--- config.mk ---
export PLATFORM = sky130hd
export DESIGN_NAME = light_sequencer
export DESIGN_NICKNAME = d
export VERILOG_FILES = /design/src/rtl/light_pkg.sv /design/src/rtl/light_prescaler.sv /design/src/rtl/light_sequencer.sv
export SDC_FILE = /design/constraint.sdc
export NUM_CORES = 1
export LEC_CHECK = 0
export CAP_MARGIN = 20
export CORE_MARGIN = 10
export CORE_UTILIZATION = 55
export CTS_BUF_LIST = sky130_fd_sc_hd__clkbuf_8 sky130_fd_sc_hd__clkbuf_16
export DETAILED_ROUTE_END_ITERATION = 12
export PLACE_DENSITY = 0.78
export SYNTH_ARGS = -nofsm -noshare
export SYNTH_HDL_FRONTEND = slang
export SYNTH_SLANG_ARGS = --single-unit
--- constraint.sdc ---
create_clock -name clk -period 2.1 [get_ports clk]
set_clock_uncertainty 0.2 [all_clocks]
set_input_delay 0.315 -clock clk [delete_from_list [all_inputs] [get_ports clk]]
set_output_delay 0.315 -clock clk [all_outputs]
set_load 0.01 [all_outputs]
--- src/rtl/light_pkg.sv ---
//------------------------------------------------------------------------------
// light_pkg
// Shared mode encoding and scene lookup table for the light sequencer.
// Revision: 1.0
//------------------------------------------------------------------------------
`default_nettype none

package light_pkg;

   // Sequencing modes, encoded as they arrive on the mode input.
   typedef enum logic [1:0] {
      MODE_OFF    = 2'd0,
      MODE_STEADY = 2'd1,
      MODE_BLINK  = 2'd2,
      MODE_CHASE  = 2'd3
   } mode_t;

   // Bit n is set when scene n (sel[4:2] == n) is lit: scenes 0,1,3,4.
   localparam logic [7:0] LIT_TABLE = 8'b0001_1011;

   function automatic logic decode_lit(input logic [2:0] scene);
      return LIT_TABLE[scene];
   endfunction

endpackage

`default_nettype wire

--- src/rtl/light_prescaler.sv ---
//------------------------------------------------------------------------------
// light_prescaler
// Free-running divide-by-TICK_DIV counter producing a step strobe on the
// cycle it wraps. Clear restarts the count from zero.
// Revision: 1.0
//------------------------------------------------------------------------------
`default_nettype none

module light_prescaler
   import light_pkg::*;
#(
   parameter int TICK_DIV = 50000
) (
   input  logic clk,
   input  logic rst_n,
   input  logic en,
   input  logic clear,
   output logic step
);

   // A one-state counter still needs a single bit to exist.
   localparam int              CNT_W    = (TICK_DIV > 1) ? $clog2(TICK_DIV) : 1;
   localparam logic [CNT_W-1:0] CNT_LAST = CNT_W'(TICK_DIV - 1);

   logic [CNT_W-1:0] count;

   // Step fires on the enabled edge where the counter wraps.
   assign step = en && (count == CNT_LAST);

   // Count enabled cycles, wrapping at TICK_DIV-1; clear has priority.
   always_ff @(posedge clk or negedge rst_n) begin
      if (!rst_n) begin
         count <= '0;
      end else if (clear) begin
         count <= '0;
      end else if (en) begin
         count <= step ? '0 : count + CNT_W'(1);
      end
   end

endmodule

`default_nettype wire

--- src/rtl/light_sequencer.sv ---
//------------------------------------------------------------------------------
// light_sequencer
// Captures a scene/mode on a load strobe and drives NUM_LINES light lines
// off, steady, blinking or chasing, stepped by an internal prescaler.
// Revision: 1.0
//------------------------------------------------------------------------------
`default_nettype none

module light_sequencer
   import light_pkg::*;
#(
   parameter int NUM_LINES   = 3,
   parameter int SEL_W       = 6,
   parameter int TICK_DIV    = 50000,
   parameter int BLINK_TICKS = 8
) (
   input  logic                 clk,
   input  logic                 rst_n,
   input  logic                 en,
   input  logic                 load,
   input  logic [SEL_W-1:0]     sel,
   input  logic [1:0]           mode,
   output logic [NUM_LINES-1:0] lines,
   output logic                 lit,
   output logic                 tick
);

   localparam int                BLINK_W    = (BLINK_TICKS > 1) ? $clog2(BLINK_TICKS) : 1;
   localparam logic [BLINK_W-1:0] BLINK_LAST = BLINK_W'(BLINK_TICKS - 1);

   mode_t                mode_q;
   logic [BLINK_W-1:0]   blink_cnt;
   logic                 phase;
   logic                 step;
   logic                 lit_dec;
   logic                 blink_wrap;
   logic                 phase_next;
   logic [NUM_LINES-1:0] lines_rot;
   logic [NUM_LINES-1:0] load_lines;
   logic [NUM_LINES-1:0] step_lines;
   logic                 unused_sel;

   // Only sel[4:2] selects the scene; the remaining bits are don't-care.
   assign lit_dec    = decode_lit(sel[4:2]);
   assign unused_sel = ^sel;

   // A load restarts the step timebase so the first step is a full period away.
   light_prescaler #(
      .TICK_DIV (TICK_DIV)
   ) u_prescaler (
      .clk   (clk),
      .rst_n (rst_n),
      .en    (en),
      .clear (load),
      .step  (step)
   );

   // Rotate left with wrap; a single line has nothing to rotate into.
   generate
      if (NUM_LINES > 1) begin : g_rot
         assign lines_rot = {lines[NUM_LINES-2:0], lines[NUM_LINES-1]};
      end else begin : g_no_rot
         assign lines_rot = lines;
      end
   endgenerate

   assign blink_wrap = (blink_cnt == BLINK_LAST);
   assign phase_next = blink_wrap ? ~phase : phase;

   // Initial line pattern for the mode being loaded.
   always_comb begin
      load_lines = '0;
      case (mode_t'(mode))
         MODE_STEADY,
         MODE_BLINK:  load_lines = {NUM_LINES{lit_dec}};
         MODE_CHASE:  load_lines = NUM_LINES'(lit_dec);
         default:     load_lines = '0;
      endcase
   end

   // Line pattern after a step event in the captured mode.
   always_comb begin
      step_lines = '0;
      case (mode_q)
         MODE_STEADY: step_lines = {NUM_LINES{lit}};
         MODE_BLINK:  step_lines = phase_next ? {NUM_LINES{lit}} : '0;
         MODE_CHASE:  step_lines = lines_rot;
         default:     step_lines = '0;
      endcase
   end

   // Capture on load, advance on step; load wins and swallows a coincident wrap.
   always_ff @(posedge clk or negedge rst_n) begin
      if (!rst_n) begin
         mode_q    <= MODE_OFF;
         lit       <= 1'b0;
         blink_cnt <= '0;
         phase     <= 1'b1;
         lines     <= '0;
         tick      <= 1'b0;
      end else begin
         tick <= step && !load;
         if (load) begin
            mode_q    <= mode_t'(mode);
            lit       <= lit_dec;
            blink_cnt <= '0;
            phase     <= 1'b1;
            lines     <= load_lines;
         end else if (step) begin
            blink_cnt <= blink_wrap ? '0 : blink_cnt + BLINK_W'(1);
            phase     <= phase_next;
            lines     <= step_lines;
         end
      end
   end

endmodule

`default_nettype wire

# After elaboration in Yosys (flattened, before gate mapping)
# Memories as Yosys holds them, arrays and structs flattened.
# Cells that the tools add are included.
[totals] reg_bits=27 rom_bits=8 in_bits=12 word_cells=41 n_memories=1
[memory_table] memory="(no name shown)" depth=8 width=1 rd=1 rd_ports_with_merged_regs=0 wr=0 line_no="light_pkg.sv:22" source="return LIT_TABLE[scene];"
[classes] add_sub_neg=2 magnitude_cmp=1 n_eq_ne=8 muxes=15 bitwise=1 n_reduce_logical=6
[op_table] op="$mux W16" n=3
[op_table] op="$mux W3" n=6
[op_table] op="$add A16 B1 Y16 const B" n=1
[op_table] op="$eq A16 B16 Y1 const B" n=1
[op_table] op="$pmux W3 S3" n=1
[op_table] op="$eq A2 B2 Y1 const B" n=4
[op_table] op="$pmux W3 S2" n=1
[op_table] op="$eq A2 B1 Y1 const B" n=2
[op_table] op="$lt A3 B4 Y1 const B" n=1
[op_table] op="$mux W1" n=4
[op_table] op="$reduce_bool A2 Y1" n=2
[op_table] op="$add A3 B1 Y3 const B" n=1
[op_table] op="$eq A3 B3 Y1 const B" n=1
[op_table] op="$logic_and A1 B1 Y1" n=2
[op_table] op="$reduce_or A2 Y1" n=1
[op_table] op="$logic_not A1 Y1" n=1
[op_table] op="$not A1 Y1" n=1

# Depth between registers and ports, before layout
[logic_depth] ltp_word=6 depth_mapped=6

# Hierarchy
# Synthesis repeated with hierarchy kept, for this count alone.
[hier_totals] cells_unflattened=143 hier_area_um2=1481.4
[modules_own_cells] mod="light_prescaler" n_inst=1 cells_each=89 area_per_inst_um2=883.3 seq_area_each_um2=400.4
[modules_own_cells] mod="light_sequencer" n_inst=1 cells_each=54 area_per_inst_um2=598.1 seq_area_each_um2=276.5

# Least setup slack after synthesis
# No wires, ideal clock.
[synth_timing] path_kind="register to register" startpoint="register u_prescaler.count[12]" endpoint="register blink_cnt[0]" setup_ps=78 t_arrival_ps=1536 path_slack_ps=286 path_stages_with_launch=6 synth_period_minus_slack_ps=1814 path_cell_list="dfrtp_1 > nor4b_2 > nand3_1 > buf_2 > or4_1 > a21oi_1"
[synth_via] elab_chain_len=3
[synth_lines] item="start, declared" line_no="light_prescaler.sv:25" source="logic [CNT_W-1:0] count;"
[synth_lines] item="start signal, assigned" line_no="light_prescaler.sv:37" source="count <= step ? '0 : count + CNT_W'(1);"
[synth_lines] item="$eq A16 B16 Y1" line_no="light_prescaler.sv:28" source="assign step = en && (count == CNT_LAST);"
[synth_lines] item="$logic_and A1 B1 Y1" line_no="light_prescaler.sv:28"
[synth_lines] item="$reduce_bool A2 Y1 (no source line)"
[synth_lines] item="end signal, assigned" line_no="light_sequencer.sv:110" source="blink_cnt <= blink_wrap ? '0 : blink_cnt + BLINK_W'(1);"
[synth_lines] item="end, declared" line_no="light_sequencer.sv:32" source="logic [BLINK_W-1:0] blink_cnt;"
# Every way passes these cells.
# A chain may end at the register's enable or synchronous reset.

# Worst setup path in the final report
[layout_timing] startpoint="register blink_cnt[0]" endpoint="register lines[1]"
[layout_via] elab_chain_len=6
[layout_lines] item="$eq A3 B3 Y1" line_no="light_sequencer.sv:67" source="assign blink_wrap = (blink_cnt == BLINK_LAST);"
[layout_lines] item="$mux W1" line_no="light_sequencer.sv:68" source="assign phase_next = blink_wrap ? ~phase : phase;"
[layout_lines] item="$mux W3" line_no="light_sequencer.sv:86" source="MODE_BLINK: step_lines = phase_next ? {NUM_LINES{lit}} : '0;"
[layout_lines] item="$pmux W3 S3" line_no="light_sequencer.sv:84" source="case (mode_q)"
[layout_lines] item="$mux W3" line_no="light_sequencer.sv:109" source="end else if (step) begin"
[layout_lines] item="$mux W3" line_no="light_sequencer.sv:103" source="if (load) begin"
[layout_lines] item="end signal, assigned" line_no="light_sequencer.sv:108" source="lines <= load_lines;"
[layout_lines] item="end signal, assigned" line_no="light_sequencer.sv:112" source="lines <= step_lines;"
[layout_lines] item="end, declared" line_no="light_sequencer.sv:23" source="output logic [NUM_LINES-1:0] lines,"
# Every way passes these cells. The select of a mux whose other input is x is not followed.

==> results.yml <==
layout:
  area_growth_pct: 16.2
  diodes: 0
  fin_cells: 206
  nNetsFinal: 194
  fill_cells: 197
  stdcell_area_um2: 1750
  drive_gt1_frac: 0.102
clocking:
  cts_tree: "built"
  clk_latency_ps: 270
  cts_num_sinks: 27
  clk_path_buf_depth: 2
  h-tree-depth: 1
  clock-root-buffer: "clkbuf_8"
  path_clk_slew_ps: 90
  cts_setup_buffers: 0
  numCtsBuffers: 3
status:
  outcome: "complete, no violations"
floorplan:
  num_rows: 18
  dieArea_um2: 5220
  core-area_um2: 2540
  start_util: 0.590
  fp.dieW_um: 72.3
  num_io_pins: 17
  die_h_um: 72.3
synth:
  synth_enable_flop_cells: 0
  synth_largest_area_cell: "dfrtp_1"
  ys_seq_elements: 27
  synth_area_leaders: "dfrtp_1, ha_1, nor2_1, o21ai_0, xnor2_1"
  synth.top_cell.area_share: 0.433
  seq_area_frac_synth: 0.450
  synth-main-ff-cell: "dfrtp_1"
  synth_most_common_cell: "dfrtp_1"
  yosysWarningCount: 0
  postSynthAreaPerCell_um2: 9.39
  syn_area_um2: 1500
  synthTopCellsByCount: "dfrtp_1, nor2_1, o21ai_0"
  synth_cell_types: 36
  syn_nets: 177
  synthArstFlopShare: 1.00
  synth_cells: 160
worst_setup_path:
  cp_slowest_cell: "a2111oi_1"
  critical_path_class: "reg2reg"
  endpoint_kind: "flip-flop"
  crit_path_start_kind: "flip-flop"
  path_cells: "ha_1, ha_1, xnor2_1, nor3_1, a2111oi_1, o31ai_1"
  crit_path_max_incr_delay_ps: 430
  arrival_ps: 1960
  r2r_setup_slack_ps: 90
  cp_common_cell: "ha_1"
  critPathMaxFanout: 4
  critPathRequiredTime_ps: 2050
drt:
  drt-total-wl_um: 3200
  via_count: 1295
  vias_per_cell: 6.29
  postRouteAntennaNets: 0
  wl_per_cell_um: 15.5
  dr.pass1.iters: 4
  drc: 0
  drt_first_iter_violations: 136
global_route:
  grt_antenna_before_repair: 0
  grt_pass1_wl_um: 5480
  grt_overflow_total: 0
  grt_pass1_vias: 1245
  grtUsageTotal: 0.125
  grt_max_degree: 28
power_and_ir_drop:
  vdd_drop_max_v: 0.000399
  total_power_mw: 0.947
  leakage_nw: 0.703
  pwr_density_cell_nw_per_um2: 542
hold_path:
  hold_class: "in2async"
sta:
  rsz0062_at_grt: "yes"
  setup_viol: 0
  layout_setup_ws_ps: 89.0
  tightestPinTransition_ps: 492
  min_period_over_period: 0.958
  period_needed_ps: 2010
  max-slew-margin-rel: 0.672
  hold_viol: 0
  slew_viol_final: 0
  fmax_mhz: 497
placed_design:
  placed_cells: 202
  place.gp.congestion: 0.837
  portBuffers: 13
  dp_slack_ps: -151
  postPlaceCellArea_um2: 1690
  dp_hpwl_um: 2360
run:
  maxCapViolCount: 0
worst paths after layout:
kind	startpoint	endpoint	depth (start not counted)
setup reg to reg	blink_cnt[0]$_DFFE_PN0P_	lines[1]$_DFFE_PN0P_	6
setup / recovery	blink_cnt[0]$_DFFE_PN0P_	lines[1]$_DFFE_PN0P_	6
hold reg to reg	blink_cnt[1]$_DFFE_PN0P_	blink_cnt[1]$_DFFE_PN0P_	2
max in group asynchronous	rst_n	phase$_DFFE_PN1P_	2
min in group clk	blink_cnt[1]$_DFFE_PN0P_	blink_cnt[1]$_DFFE_PN0P_	2
hold / removal	rst_n	blink_cnt[1]$_DFFE_PN0P_	2
through the flow:
| step | hold WS, ps | setup TNS (ps) | utilization |
|---|---|---|---|
| 2_1_floorplan | -181 | 0 | - |
| 3_3_place_gp | 337 | -35.0 | 0.665 |
| 3_5_place_dp | 356 | -453 | 0.665 |
| 4_1_cts | 217 | 0 | 0.682 |
| 5_1_grt | 227 | -90.0 | 0.686 |
| 6_report | 211 | 0 | 0.686 |
cell type report:
cell class	instances	area [um2]	area share
Clock buffer	3	41.3	0.0236
Timing Repair Buffer	21	190	0.109
Inverter	6	22.5	0.0129
Multi-Input combinational cell	118	774	0.443
Sequential cell	27	677	0.388
Tap cell	30	37.5	0.0215
Clock inverter	1	3.75	0.00215
per-layer routing:
metal	up-vias	GRT usage	routed length [um]
li1	616	-	-
met2	34	0.197	1490
met5	-	0	0
met4	0	0.0387	27
met1	641	0.164	1470
met3	4	0.0299	207
logic make-up (layout without fill, tap and decap cells):
family	after synthesis	in the layout	synth area share
AO/OA/AOI/OAI	35	35	0.145
XOR/XNOR	11	11	0.0641
adder cells (fa/ha/maj)	5	5	0.0416
buffers and inverters	15	31	0.0408
flip-flops	27	27	0.450
multiplexers	3	3	0.0216
AND/OR/NAND/NOR	64	64	0.236
layout by cell type (no fill, tap or decap), drive strengths merged:
master / instances
xnor2: 6
nor2b: 1
o21ai: 11
buf: 8
o2bb2ai: 1
mux2i: 1
xor2: 5
nand2b: 4
o41ai: 2
dfrtp: 26
o211ai: 2
mux2: 2
inv: 7
or4: 1
or2: 1
nor4: 1
nor3: 4
a2111oi: 3
o31ai: 4
and4: 5
nor2: 15
a31oi: 1
nand3: 6
nand2: 10
nand4: 8
or3: 3
o2111ai: 1
ha: 5
nor4b: 2
dfstp: 1
clkdlybuf4s50: 13
or3b: 1
clkbuf: 3
nor3b: 1
and3: 1
a21oi: 10
report_power, final:
group	internal, mW	leakage, nW	switching [mW]
combinational	0.0542	0.313	0.0557
clock	0.131	0.0269	0.155
sequential	0.535	0.363	0.0171
timing repair:
action,CTS,global route
endpoints found under the hold margin,0,0
gates resized for setup,0,4
hold buffers,0,0
setup endpoints to repair,0,4
sequential cells by signal (all words and copies together), names as in the netlist:
register,count
lit,1
blink_cnt,3
u_prescaler.count,16
mode_q,2
lines,3
phase,1
tick,1
worst max-delay path: cells and delay by family, from the launching register on:
kind,cells,cell delay [ps]
adder cells (fa/ha/maj),2,450
AO/OA/AOI/OAI,2,540
XOR/XNOR,1,200
flip-flops,1,400
AND/OR/NAND/NOR,1,100
(Power assumes the default switching activity.)
